===== src/rtl/sr_request_sequencer.sv =====
// sr_request_sequencer: synchronises and debounces raw set/clear requests and turns each
// debounced rising edge into a fixed-length S or R pulse, never both, with a forced gap.
module sr_request_sequencer #(
    parameter int DEBOUNCE_CYCLES = 4,
    parameter int PULSE_LEN = 2,
    parameter int GAP_LEN = 1
) (
    input  logic CLK,
    input  logic RST,
    input  logic SET_IN,
    input  logic CLR_IN,
    output logic S,
    output logic R,
    output logic BUSY,
    output logic CONFLICT,
    output logic OVERRUN
);
    localparam int DW = $clog2(DEBOUNCE_CYCLES + 1);
    localparam int PMAX = PULSE_LEN > GAP_LEN ? PULSE_LEN : GAP_LEN;
    localparam int CW = $clog2(PMAX + 1);
    localparam logic [DW-1:0] D_LAST = DW'(DEBOUNCE_CYCLES - 1);
    localparam logic [CW-1:0] P_LAST = CW'(PULSE_LEN - 1);
    localparam logic [CW-1:0] G_LAST = CW'(GAP_LEN - 1);

    typedef enum logic [1:0] {IDLE, DRIVE_S, DRIVE_R, GAP} state_t;

    state_t state;
    logic [1:0] sync1, sync2, deb, deb_d, ev;
    logic [DW-1:0] dcnt [2];
    logic [CW-1:0] cnt;
    logic pend_s, pend_r, want_s, want_r, ovr_s, ovr_r;

    // bit 0 carries the set request, bit 1 the clear request
    always_ff @(posedge CLK) begin
        if (RST) begin
            sync1 <= '0;
            sync2 <= '0;
            deb <= '0;
            deb_d <= '0;
            dcnt <= '{default: '0};
        end else begin
            sync1 <= {CLR_IN, SET_IN};
            sync2 <= sync1;
            deb_d <= deb;
            for (int i = 0; i < 2; i++) begin
                dcnt[i] <= (sync2[i] == deb[i] || dcnt[i] == D_LAST) ? '0 : dcnt[i] + 1'b1;
                if (sync2[i] != deb[i] && dcnt[i] == D_LAST)
                    deb[i] <= ~deb[i];
            end
        end
    end

    always_comb begin
        ev = deb & ~deb_d;
        want_s = pend_s | ev[0];
        want_r = pend_r | ev[1];
        ovr_s = ev[0] & (pend_s | (state == DRIVE_S));
        ovr_r = ev[1] & (pend_r | (state == DRIVE_R));
    end

    always_ff @(posedge CLK) begin
        if (RST) begin
            state <= IDLE;
            cnt <= '0;
            pend_s <= 1'b0;
            pend_r <= 1'b0;
            S <= 1'b0;
            R <= 1'b0;
            BUSY <= 1'b0;
            CONFLICT <= 1'b0;
            OVERRUN <= 1'b0;
        end else begin
            CONFLICT <= 1'b0;
            OVERRUN <= ovr_s | ovr_r;
            // while busy, at most one request per direction is held for later
            if (state != IDLE) begin
                if (ev[0] && !ovr_s)
                    pend_s <= 1'b1;
                if (ev[1] && !ovr_r)
                    pend_r <= 1'b1;
            end
            case (state)
                IDLE: begin
                    cnt <= '0;
                    if (want_s && want_r) begin
                        CONFLICT <= 1'b1;
                        pend_s <= 1'b0;
                        pend_r <= 1'b0;
                    end else if (want_s) begin
                        state <= DRIVE_S;
                        S <= 1'b1;
                        BUSY <= 1'b1;
                        pend_s <= 1'b0;
                    end else if (want_r) begin
                        state <= DRIVE_R;
                        R <= 1'b1;
                        BUSY <= 1'b1;
                        pend_r <= 1'b0;
                    end
                end
                DRIVE_S, DRIVE_R: begin
                    cnt <= cnt == P_LAST ? '0 : cnt + 1'b1;
                    if (cnt == P_LAST) begin
                        state <= GAP;
                        S <= 1'b0;
                        R <= 1'b0;
                    end
                end
                default: begin
                    cnt <= cnt == G_LAST ? '0 : cnt + 1'b1;
                    if (cnt == G_LAST) begin
                        state <= IDLE;
                        BUSY <= 1'b0;
                    end
                end
            endcase
        end
    end
endmodule


===== config.mk =====
export PLATFORM = sky130hd
export DESIGN_NAME = sr_request_sequencer
export DESIGN_NICKNAME = d
export VERILOG_FILES = /design/src/rtl/sr_request_sequencer.sv
export SDC_FILE = /design/constraint.sdc
export NUM_CORES = 1
export LEC_CHECK = 0
export BUFFER_PORTS_ARGS = -buffer_cell sky130_fd_sc_hd__buf_2
export CAP_MARGIN = 40
export CELL_PAD_IN_SITES_DETAIL_PLACEMENT = 2
export CELL_PAD_IN_SITES_GLOBAL_PLACEMENT = 2
export CORE_MARGIN = 1.5
export CORE_UTILIZATION = 36
export CTS_BUF_LIST = sky130_fd_sc_hd__clkbuf_16
export CTS_CLUSTER_SIZE = 10
export DETAILED_ROUTE_END_ITERATION = 10
export GPL_TIMING_DRIVEN = 0
export MAX_ROUTING_LAYER = met4
export PLACE_DENSITY_LB_ADDON = 0.1
export SYNTH_ARGS = -nofsm -noshare
export SYNTH_HDL_FRONTEND = slang
export SYNTH_SLANG_ARGS = --single-unit

===== constraint.sdc =====
create_clock -name CLK -period 1.9 [get_ports CLK]
set_input_delay 0.38 -clock CLK [delete_from_list [all_inputs] [get_ports CLK]]
set_output_delay 0.38 -clock CLK [all_outputs]
set_load 0.005 [all_outputs]

==> reports/results.tsv, run 1 <==
metric	value	unit
num_vias	818	
drt_iter0_drc	10	
std_cell_rows	20	
clock-root-buffer	clkbuf_16	
cts_tree	built	
seq_area_frac_synth	43.3	%
num-fill-cells	353	
grt.total_usage	16.7	%
die_h	59.6	um
worstSetupEndpointType	flip-flop	
drtPass1Iterations	4	
ys_warn_count	0	
syn_nets	134	
reg2reg_depth	7	
cts_buffer_depth	2	
setup-violations-final	0	
leakage	0.523	nW
irDropWorstVdd	0.342	mV
post_cts_buffers	0	
io_buffers	8	
diodes	0	
multi_input_area	594	um2
worst-endpoint-required	2.09	ns
critPathMaxFanout	9	
detail_route.wl_per_cell	13.9	um
drcViolationCount	0	
cts_buffers	3	
ant_nets	0	
start_util	37.8	%
place_area	1250	um2
rsz0062_at_grt	false	
place_hpwl	1920	um
synthesis.area	1150	um2
finalNetCount	147	
slowest_delay	0.39	ns
antenna_found_initial	0	
start_kind	flip-flop	
drive_above_1_share	16.8	%
die_x	59.6	um
synth_cell_types	27	
seq_area	500	um2
crit_type	flip-flop to flip-flop	
cts-resized-gates	0	
finClkSkew	0.00503	ns
io_pins	9	
coreArea	3050	um2
cp_num_cells	7	
finalSetupTns	0	ns
fin_crit	1.60	ns
syn_avg_cell_area	9.70	um2
grt_max_degree	16	
crit_path_cell_trace	inv_1 -> ha_1 -> buf_2 -> nand2b_1 -> o31ai_2 -> a31oi_4 -> mux2i_1	
tightest_slew	0.381	ns
cp_top_family	flip-flops	
cts.reportedPaths.clkPinSlew	0.07	ns
clock_latency	0.26	ns
cts-htree-levels	1	
avgViaCountPerCell	4.67	
critPathBufInv	2	
pwr_density_cell	978	nW/um2
overflow	0	
grt_pass1_wl	4220	um
ys_ff_latch	25	
fin_crit_sh	84.3	%
status	finished clean	
report.final.slew_viol_count	0	
die_area	3560	um2
finalInstanceArea	1330	um2
worstHoldPathCells	2	
place_congestion	0.709	
worstHoldPathType	input pin to flip-flop	
cts_hold_buf	0	
drv_cap	0	
cpMaxStageDelayCell	dfxtp_1	
grt_pass1_vias	911	
max_freq	624	MHz
arrival	1.79	ns
clkSinkCount	25	
area_delta_synth_final	15.4	%
timing.max_slew.rel_slack	74.6	%
netlist_instances	119	
totalWireLength	2440	um
hold_viol	0	
## report_power, final
| part | internal [W] | leakage [nW] | switching, W |
|---|---|---|---|
| Clock | 0.000286 | 0.0371 | 0.000188 |
| Combinational | 0.000102 | 0.284 | 0.000148 |
| Sequential | 0.000554 | 0.202 | 0.0000256 |
## cell families (layout without fill, tap and decap cells)
kind of cell	after synthesis	in the layout	share of synthesized area, %
AOI/OAI and AO/OA	18	18	13.7
xor gates and xnor gates	2	2	1.52
adders and majority gates	11	11	11.9
buffers and inverters	15	27	5.20
DFF	25	25	43.3
muxes	6	6	5.20
and+or+nand+nor	42	42	19.2
## per-layer routing
layer / track usage, % / vias to the layer above / routed length, um / share of wire, %
met4: 8.25 / 0 / 57 / 2.3
met5: - / - / 0 / 0
met3: 3.06 / 6 / 61 / 2.5
met1: 19.8 / 386 / 1080 / 44
li1: - / 414 / - / -
met2: 26.9 / 12 / 1240 / 51
## layout make-up
type	count	share of cell area, %
timing repair buffer	8	3.00
buffer	4	1.41
clock buffer	3	5.63
multi-input combinational	79	44.6
sequential	25	37.6
clock inverter	1	0.563
tap	44	4.13
inverter	11	3.10
## cell usage after synthesis (all sizes together)
cell type,n,area [um2]
a31oi,1,21.3
clkbuf,1,3.75
nor3,3,15.0
ha,11,138
a21boi,1,7.51
o21ai,6,30.0
xnor2,2,17.5
and3,1,6.26
nor2,18,67.6
and2b,2,20.0
a221oi,1,8.76
a21oi,4,20.0
o21a,1,7.51
mux2i,6,60.1
o211ai,2,42.5
dfxtp,25,500
a211oi,1,7.51
o31ai,1,12.5
nor2b,6,40.0
or3,2,12.5
inv,11,41.3
buf,3,15.0
nand3b,2,15.0
nand2,2,7.51
nand2b,6,37.5
## through the flow
step	utilization (%)	worst slack, ns	instances	hold slack [ns]	power (W)
floorplan	-	0.462	119	0.399	0.000771
global placement	40.9	0.328	171	0.406	0.000831
detailed placement	40.9	0.277	171	0.417	0.000848
CTS	43.6	0.259	175	0.338	0.00133
global route	43.6	0.125	175	0.354	0.00138
finish	43.6	0.298	175	0.332	0.00130
## flip-flops by register name, summed over array words and instances, names as in the netlist, 2 cells and up
name and count:
dcnt 6, sync2 2, state 2, deb_d 2, sync1 2, deb 2, cnt 2
## path summary, 6_finish.rpt
path,from,end,slack [ns]
max reg2reg,state[1]$_SDFFE_PP0P_,state[1]$_SDFFE_PP0P_,0.30
min reg2reg,dcnt[3]$_SDFF_PP0_,dcnt[3]$_SDFF_PP0_,0.42
min,CLR_IN,sync1[1]$_SDFF_PP0_,0.33
max,state[1]$_SDFFE_PP0P_,state[1]$_SDFFE_PP0P_,0.30
## layout by cell type, fill, tap and decap left out, drive strengths merged
cell,synthesis,final
a211oi,1,1
a21boi,1,1
a21oi,4,4
a221oi,1,1
a31oi,1,1
and2b,2,2
and3,1,1
buf,3,11
clkbuf,1,4
clkinvlp,0,1
dfxtp,25,25
ha,11,11
inv,11,11
mux2i,6,6
nand2,2,2
nand2b,6,6
nand3b,2,2
nor2,18,18
nor2b,6,6
nor3,3,3
o211ai,2,2
o21a,1,1
o21ai,6,6
o31ai,1,1
or3,2,2
xnor2,2,2
Power figures use the tool's default switching activity.
==> inputs of run 2 (changes only) <==
Clock period 1.9 ns to 1.55 ns, I/O delays scaled along.
==> run 2 against run 1 <==
Final area rose by 4.9%. Largest power group unchanged. Register-to-register slack got worse by 0.17 ns. Critical path depth did not move. Combinational power rose by 68%. Sequential share of layout area fell by 1.2 points. Fmax rose by 13%.
==> reports/results.tsv, run 2 (same netlist as run 1, synthesis figures left out) <==
metric	value	unit	change
place_hpwl	1920	um	unchanged
max_freq	705	MHz	was 624 MHz
finalSetupTns	0	ns	unchanged
drive_above_1_share	21.6	%	was 16.8%
grt.total_usage	16.7	%	unchanged
finalInstanceArea	1400	um2	was 1330 um2
layout_common_cells	dfxtp_1, nor2_1, inv_1		was dfxtp_1, nor2_1, inv_1, buf_2, ha_1
overflow	0		unchanged
drv_cap	0		unchanged
finalWorstSetupSlack	0.132	ns	was 0.298 ns
critPathMaxFanout	8		was 9
die_x	59.6	um	unchanged
detail_route.wl_per_cell	13.9	um	about the same
setup-violations-final	0		unchanged
critPathBufInv	3		was 2
min_from	CLR_IN		unchanged
cts_buffer_depth	2		unchanged
grt_pass1_vias	911		unchanged
start_util	37.8	%	unchanged
fin_crit_sh	91.5	%	was 84.3%
report.final.slew_viol_count	0		unchanged
coreArea	3050	um2	unchanged
worstHoldPathCells	2		unchanged
worst-endpoint-required	1.76	ns	was 2.09 ns
num_vias	833		was 818
rsz0062_at_grt	false		unchanged
grt_pass1_wl	4220	um	unchanged
diodes	0		unchanged
timing.max_slew.rel_slack	73.7	%	was 74.6%
clkSinkCount	25		unchanged
grt_max_degree	16		unchanged
die_area	3560	um2	unchanged
cp_num_cells	7		unchanged
critPathLaunch	state[0]$_SDFFE_PP0P_		was state[1]$_SDFFE_PP0P_
cts.reportedPaths.clkPinSlew	0.07	ns	about the same
leakage	0.545	nW	was 0.523 nW
cts_buffers	3		unchanged
finClkSkew	0.00470	ns	was 0.00503 ns
antenna_found_initial	0		unchanged
drcViolationCount	0		unchanged
finalNetCount	150		was 147
cp_top_family	compound AO/OA/AOI/OAI gates		was flip-flops
slowest_delay	0.36	ns	was 0.39 ns
fin_crit	1.42	ns	was 1.60 ns
place_congestion	0.709		unchanged
worstSetupEndpointType	flip-flop		unchanged
place_area	1250	um2	unchanged
place_ws	-0.0727	ns	was 0.277 ns
reg2reg_depth	7		unchanged
drt_iter0_drc	11		was 10
drtPass1Iterations	4		unchanged
seq_area	508	um2	was 500 um2
ant_nets	0		unchanged
top_register	dcnt		unchanged
largest_reg_flops	6		unchanged
irDropWorstVdd	0.444	mV	was 0.342 mV
final_core_util	45.8	%	was 43.6%
clock-root-buffer	clkbuf_16		unchanged
reg2reg_to	BUSY$_SDFFE_PP0P_		was state[1]$_SDFFE_PP0P_
cts_hold_buf	0		unchanged
avgViaCountPerCell	4.68		was 4.67
r2r_slack	0.13	ns	was 0.30 ns
start_kind	flip-flop		unchanged
status	finished clean		unchanged
cts_tree	built		unchanged
num-fill-cells	347		was 353
worstHoldPathType	input pin to flip-flop		unchanged
hold_viol	0		unchanged
io_buffers	8		unchanged
cpMaxStageDelayCell	dfxtp_4		was dfxtp_1
io_pins	9		unchanged
multi_input_area	623	um2	was 594 um2
arrival	1.63	ns	was 1.79 ns
crit_type	flip-flop to flip-flop		unchanged
totalWireLength	2480	um	was 2440 um
std_cell_rows	20		unchanged
crit_path_cell_trace	inv_1 -> ha_4 -> buf_6 -> buf_4 -> nor2_1 -> a211oi_1 -> o21a_1		was inv_1 -> ha_1 -> buf_2 -> nand2b_1 -> o31ai_2 -> a31oi_4 -> mux2i_1
die_h	59.6	um	unchanged
cts-htree-levels	1		unchanged
fin_total_pwr	0.00171	W	was 0.00130 W
pwr_density_cell	1220	nW/um2	was 978 nW/um2
area_delta_synth_final	21.0	%	was 15.4%
r2r-start	state[0]$_SDFFE_PP0P_		was state[1]$_SDFFE_PP0P_
final_common_cell	dfxtp_1		unchanged
clock_latency	0.26	ns	about the same
min_to	sync1[1]$_SDFF_PP0_		unchanged
tightest_slew	0.394	ns	was 0.381 ns
[run 2: changes by cell type in the layout (fill, tap and decap cells not counted), sizes merged]
cell,delta
buf,+3
[run 2: per-layer routing]
metal / wire length (um) / vias up / track usage (%)
li1: - / 421 / -
met1: 1110 / 393 / 19.8
met2: 1250 / 12 / 26.9
met3: 63 / 7 / 3.06
met4: 64 / 0 / 8.25
met5: 0 / - / -
[run 2: power by group]
part           total (W)  internal (W)  leakage [nW]  switching, W
registers       0.000710      0.000683         0.204     0.0000267
clock network   0.000583      0.000350        0.0371      0.000232
logic           0.000419      0.000197         0.304      0.000222
[run 2: repair_timing]
action,CTS,global route
endpoints found under the hold margin,0,0
gates resized for setup,5,4
gates cloned,0,0
setup buffers,0,3
endpoints found under the setup margin,2,2
pin swaps,0,1
[run 2: worst max path at each step]
stage | to | slack (ns)
4_1_cts | state[1]$_SDFFE_PP0P_ | 0.03
6_report | BUSY$_SDFFE_PP0P_ | 0.13
3_3_place_gp | state[0]$_SDFFE_PP0P_ | -0.02
2_1_floorplan | state[0]$_SDFFE_PP0P_ | 0.11
5_1_grt | state[1]$_SDFFE_PP0P_ | 0.03
3_5_place_dp | state[1]$_SDFFE_PP0P_ | -0.07
[run 2: area by class of cell]
class                           count  share of cell area [%]
Clock inverter                      1                   0.537
Sequential cell                    25                    36.3
Multi-Input combinational cell     79                    44.6
Clock buffer                        3                    5.37
Tap cell                           44                    3.94
Inverter                           11                    2.95
Buffer                              4                    1.79
Timing Repair Buffer               11                    4.48
[run 2: metrics by stage]
step	hold WS [ns]	std cells
4_1_cts	0.268	175
5_1_grt	0.284	178
2_1_floorplan	0.399	119
3_3_place_gp	0.406	171
3_5_place_dp	0.417	171
6_report	0.261	178
==> inputs of run 3 (changes only) <==
Settings changed: CORE_UTILIZATION 36 to 38, GPL_TIMING_DRIVEN 0 to 1.
Clock period 1.55 ns to 1.8 ns, I/O delays scaled along.
==> run 3 against run 2 <==
Via count decreased by 4.1%. Critical path type unchanged. Cell count decreased by 11%. Worst hold slack improved by 0.051 ns. Sequential share of layout area increased by 2.2 points. Sequential power decreased by 14%. Global-route usage decreased by 0.64 points. Critical path depth decreased by 1. Highest routed layer unchanged. Count of clock-buffer cells in the layout unchanged. Non-clock buffer count decreased by 7.
==> reports/results.tsv, run 3 (same netlist as run 1, synthesis figures left out) <==
metric	value	unit	change
cts_tree	built		unchanged
drv_cap	0		unchanged
place_ws	0.208	ns	was -0.0727 ns
fin_crit_sh	91.0	%	was 91.5%
final_common_cell	dfxtp_1		unchanged
drive_above_1_share	15.0	%	was 21.6%
tightest_slew	0.403	ns	was 0.394 ns
io_buffers	8		unchanged
min_to	sync1[1]$_SDFF_PP0_		unchanged
drtPass1Iterations	5		was 4
grt.total_usage	16.0	%	was 16.7%
diodes	0		unchanged
clock-root-buffer	clkbuf_16		unchanged
grt_pass1_vias	842		was 911
cts-resized-gates	0		was 5
multi_input_area	594	um2	was 623 um2
cp_top_family	adder cells		was compound AO/OA/AOI/OAI gates
start_kind	flip-flop		unchanged
avgViaCountPerCell	5.06		was 4.68
start_util	40.8	%	was 37.8%
place_area	1210	um2	was 1250 um2
die_h	58.1	um	was 59.6 um
drt_iter0_drc	28		was 11
clock_latency	0.26	ns	about the same
critPathMaxFanout	9		was 8
worstHoldPathCells	2		unchanged
rsz0062_at_grt	false		unchanged
timing.max_slew.rel_slack	73.1	%	was 73.7%
finalWorstSetupSlack	0.163	ns	was 0.132 ns
cpMaxStageDelayCell	ha_1		was dfxtp_4
coreArea	2830	um2	was 3050 um2
die_area	3380	um2	was 3560 um2
hold_viol	0		unchanged
cts_buffer_depth	2		unchanged
cts.reportedPaths.clkPinSlew	0.07	ns	about the same
report.final.slew_viol_count	0		unchanged
critPathBufInv	1		was 3
fin_total_pwr	0.00137	W	was 0.00171 W
cts-htree-levels	1		unchanged
place_hpwl	1680	um	was 1920 um
pwr_density_cell	1060	nW/um2	was 1220 nW/um2
largest_reg_flops	6		unchanged
arrival	1.82	ns	was 1.63 ns
cts_buffers	3		unchanged
status	finished clean		unchanged
num-fill-cells	299		was 347
grt_pass1_wl	3900	um	was 4220 um
reg2reg_to	state[1]$_SDFFE_PP0P_		was BUSY$_SDFFE_PP0P_
drcViolationCount	0		unchanged
seq_area	500	um2	was 508 um2
finalSetupTns	0	ns	unchanged
irDropWorstVdd	0.430	mV	was 0.444 mV
reg2reg_depth	6		was 7
num_vias	799		was 833
final_core_util	45.9	%	was 45.8%
antenna_found_initial	0		unchanged
slowest_delay	0.42	ns	was 0.36 ns
std_cell_rows	19		was 20
place_congestion	0.685		was 0.709
min_from	CLR_IN		unchanged
grt_max_degree	23		was 16
totalWireLength	2310	um	was 2480 um
cts_hold_buf	0		unchanged
io_pins	9		unchanged
area_delta_synth_final	12.4	%	was 21.0%
layout_common_cells	dfxtp_1, nor2_1, inv_1, ha_1, buf_2		was dfxtp_1, nor2_1, inv_1
overflow	0		unchanged
detail_route.wl_per_cell	14.6	um	was 13.9 um
worst-endpoint-required	1.99	ns	was 1.76 ns
finalNetCount	143		was 150
leakage	0.510	nW	was 0.545 nW
r2r-start	state[0]$_SDFFE_PP0P_		unchanged
top_register	dcnt		unchanged
fin_crit	1.64	ns	was 1.42 ns
clkSinkCount	25		unchanged
max_freq	611	MHz	was 705 MHz
r2r_slack	0.16	ns	was 0.13 ns
die_x	58.1	um	was 59.6 um
crit_type	flip-flop to flip-flop		unchanged
post_cts_buffers	0		unchanged
finalInstanceArea	1300	um2	was 1400 um2
setup-violations-final	0		unchanged
crit_path_cell_trace	inv_1 -> ha_1 -> nand2b_1 -> o31ai_2 -> a31oi_4 -> mux2i_1		was inv_1 -> ha_4 -> buf_6 -> buf_4 -> nor2_1 -> a211oi_1 -> o21a_1
ant_nets	0		unchanged
worstSetupEndpointType	flip-flop		unchanged
worstHoldPathType	input pin to flip-flop		unchanged
finClkSkew	0.00378	ns	was 0.00470 ns
cp_num_cells	6		was 7
[run 3: cell count changes in the layout (fill, tap and decap cells not counted), sizes merged]
cell / previous run / this run
buf: 14 / 8
clkbuf: 4 / 3
[run 3: metal layers]
| metal | global-route usage, % | routed length [um] | vias to the layer above |
|---|---|---|---|
| li1 | - | - | 404 |
| met1 | 19.6 | 1130 | 380 |
| met4 | 7.97 | 58 | 0 |
| met5 | - | 0 | - |
| met2 | 26.5 | 1080 | 10 |
| met3 | 1.34 | 40 | 5 |
[run 3: worst max-delay path by stage]
stage                                from               endpoint  slack, ns
finish              state[0]$_SDFFE_PP0P_  state[1]$_SDFFE_PP0P_       0.16
global route        state[0]$_SDFFE_PP0P_  state[1]$_SDFFE_PP0P_       0.08
CTS                 state[0]$_SDFFE_PP0P_  state[1]$_SDFFE_PP0P_       0.16
detailed placement  state[0]$_SDFFE_PP0P_  state[0]$_SDFFE_PP0P_       0.21
global placement    state[0]$_SDFFE_PP0P_  state[0]$_SDFFE_PP0P_       0.30
floorplan           state[0]$_SDFFE_PP0P_  state[0]$_SDFFE_PP0P_       0.36
[run 3: through the flow]
stage	hold WS, ns	instances
final	0.312	158
after global routing	0.337	158
after CTS	0.316	158
after detailed placement	0.416	154
after global placement	0.407	154
after floorplan	0.399	119
[run 3: area by class of cell]
class	instances	share of cell area [%]
Multi-Input combinational cell	79	45.8
Inverter	11	3.18
Tap cell	31	2.99
Timing Repair Buffer	8	3.09
Clock inverter	1	0.579
Sequential cell	25	38.6
Clock buffer	3	5.79
[run 3: where the power goes]
part | leakage (nW) | internal, W | switching, W | total [W]
sequential | 0.202 | 0.000585 | 0.0000249 | 0.000610
combinational | 0.271 | 0.000105 | 0.000154 | 0.000259
clock | 0.0371 | 0.000302 | 0.000203 | 0.000505
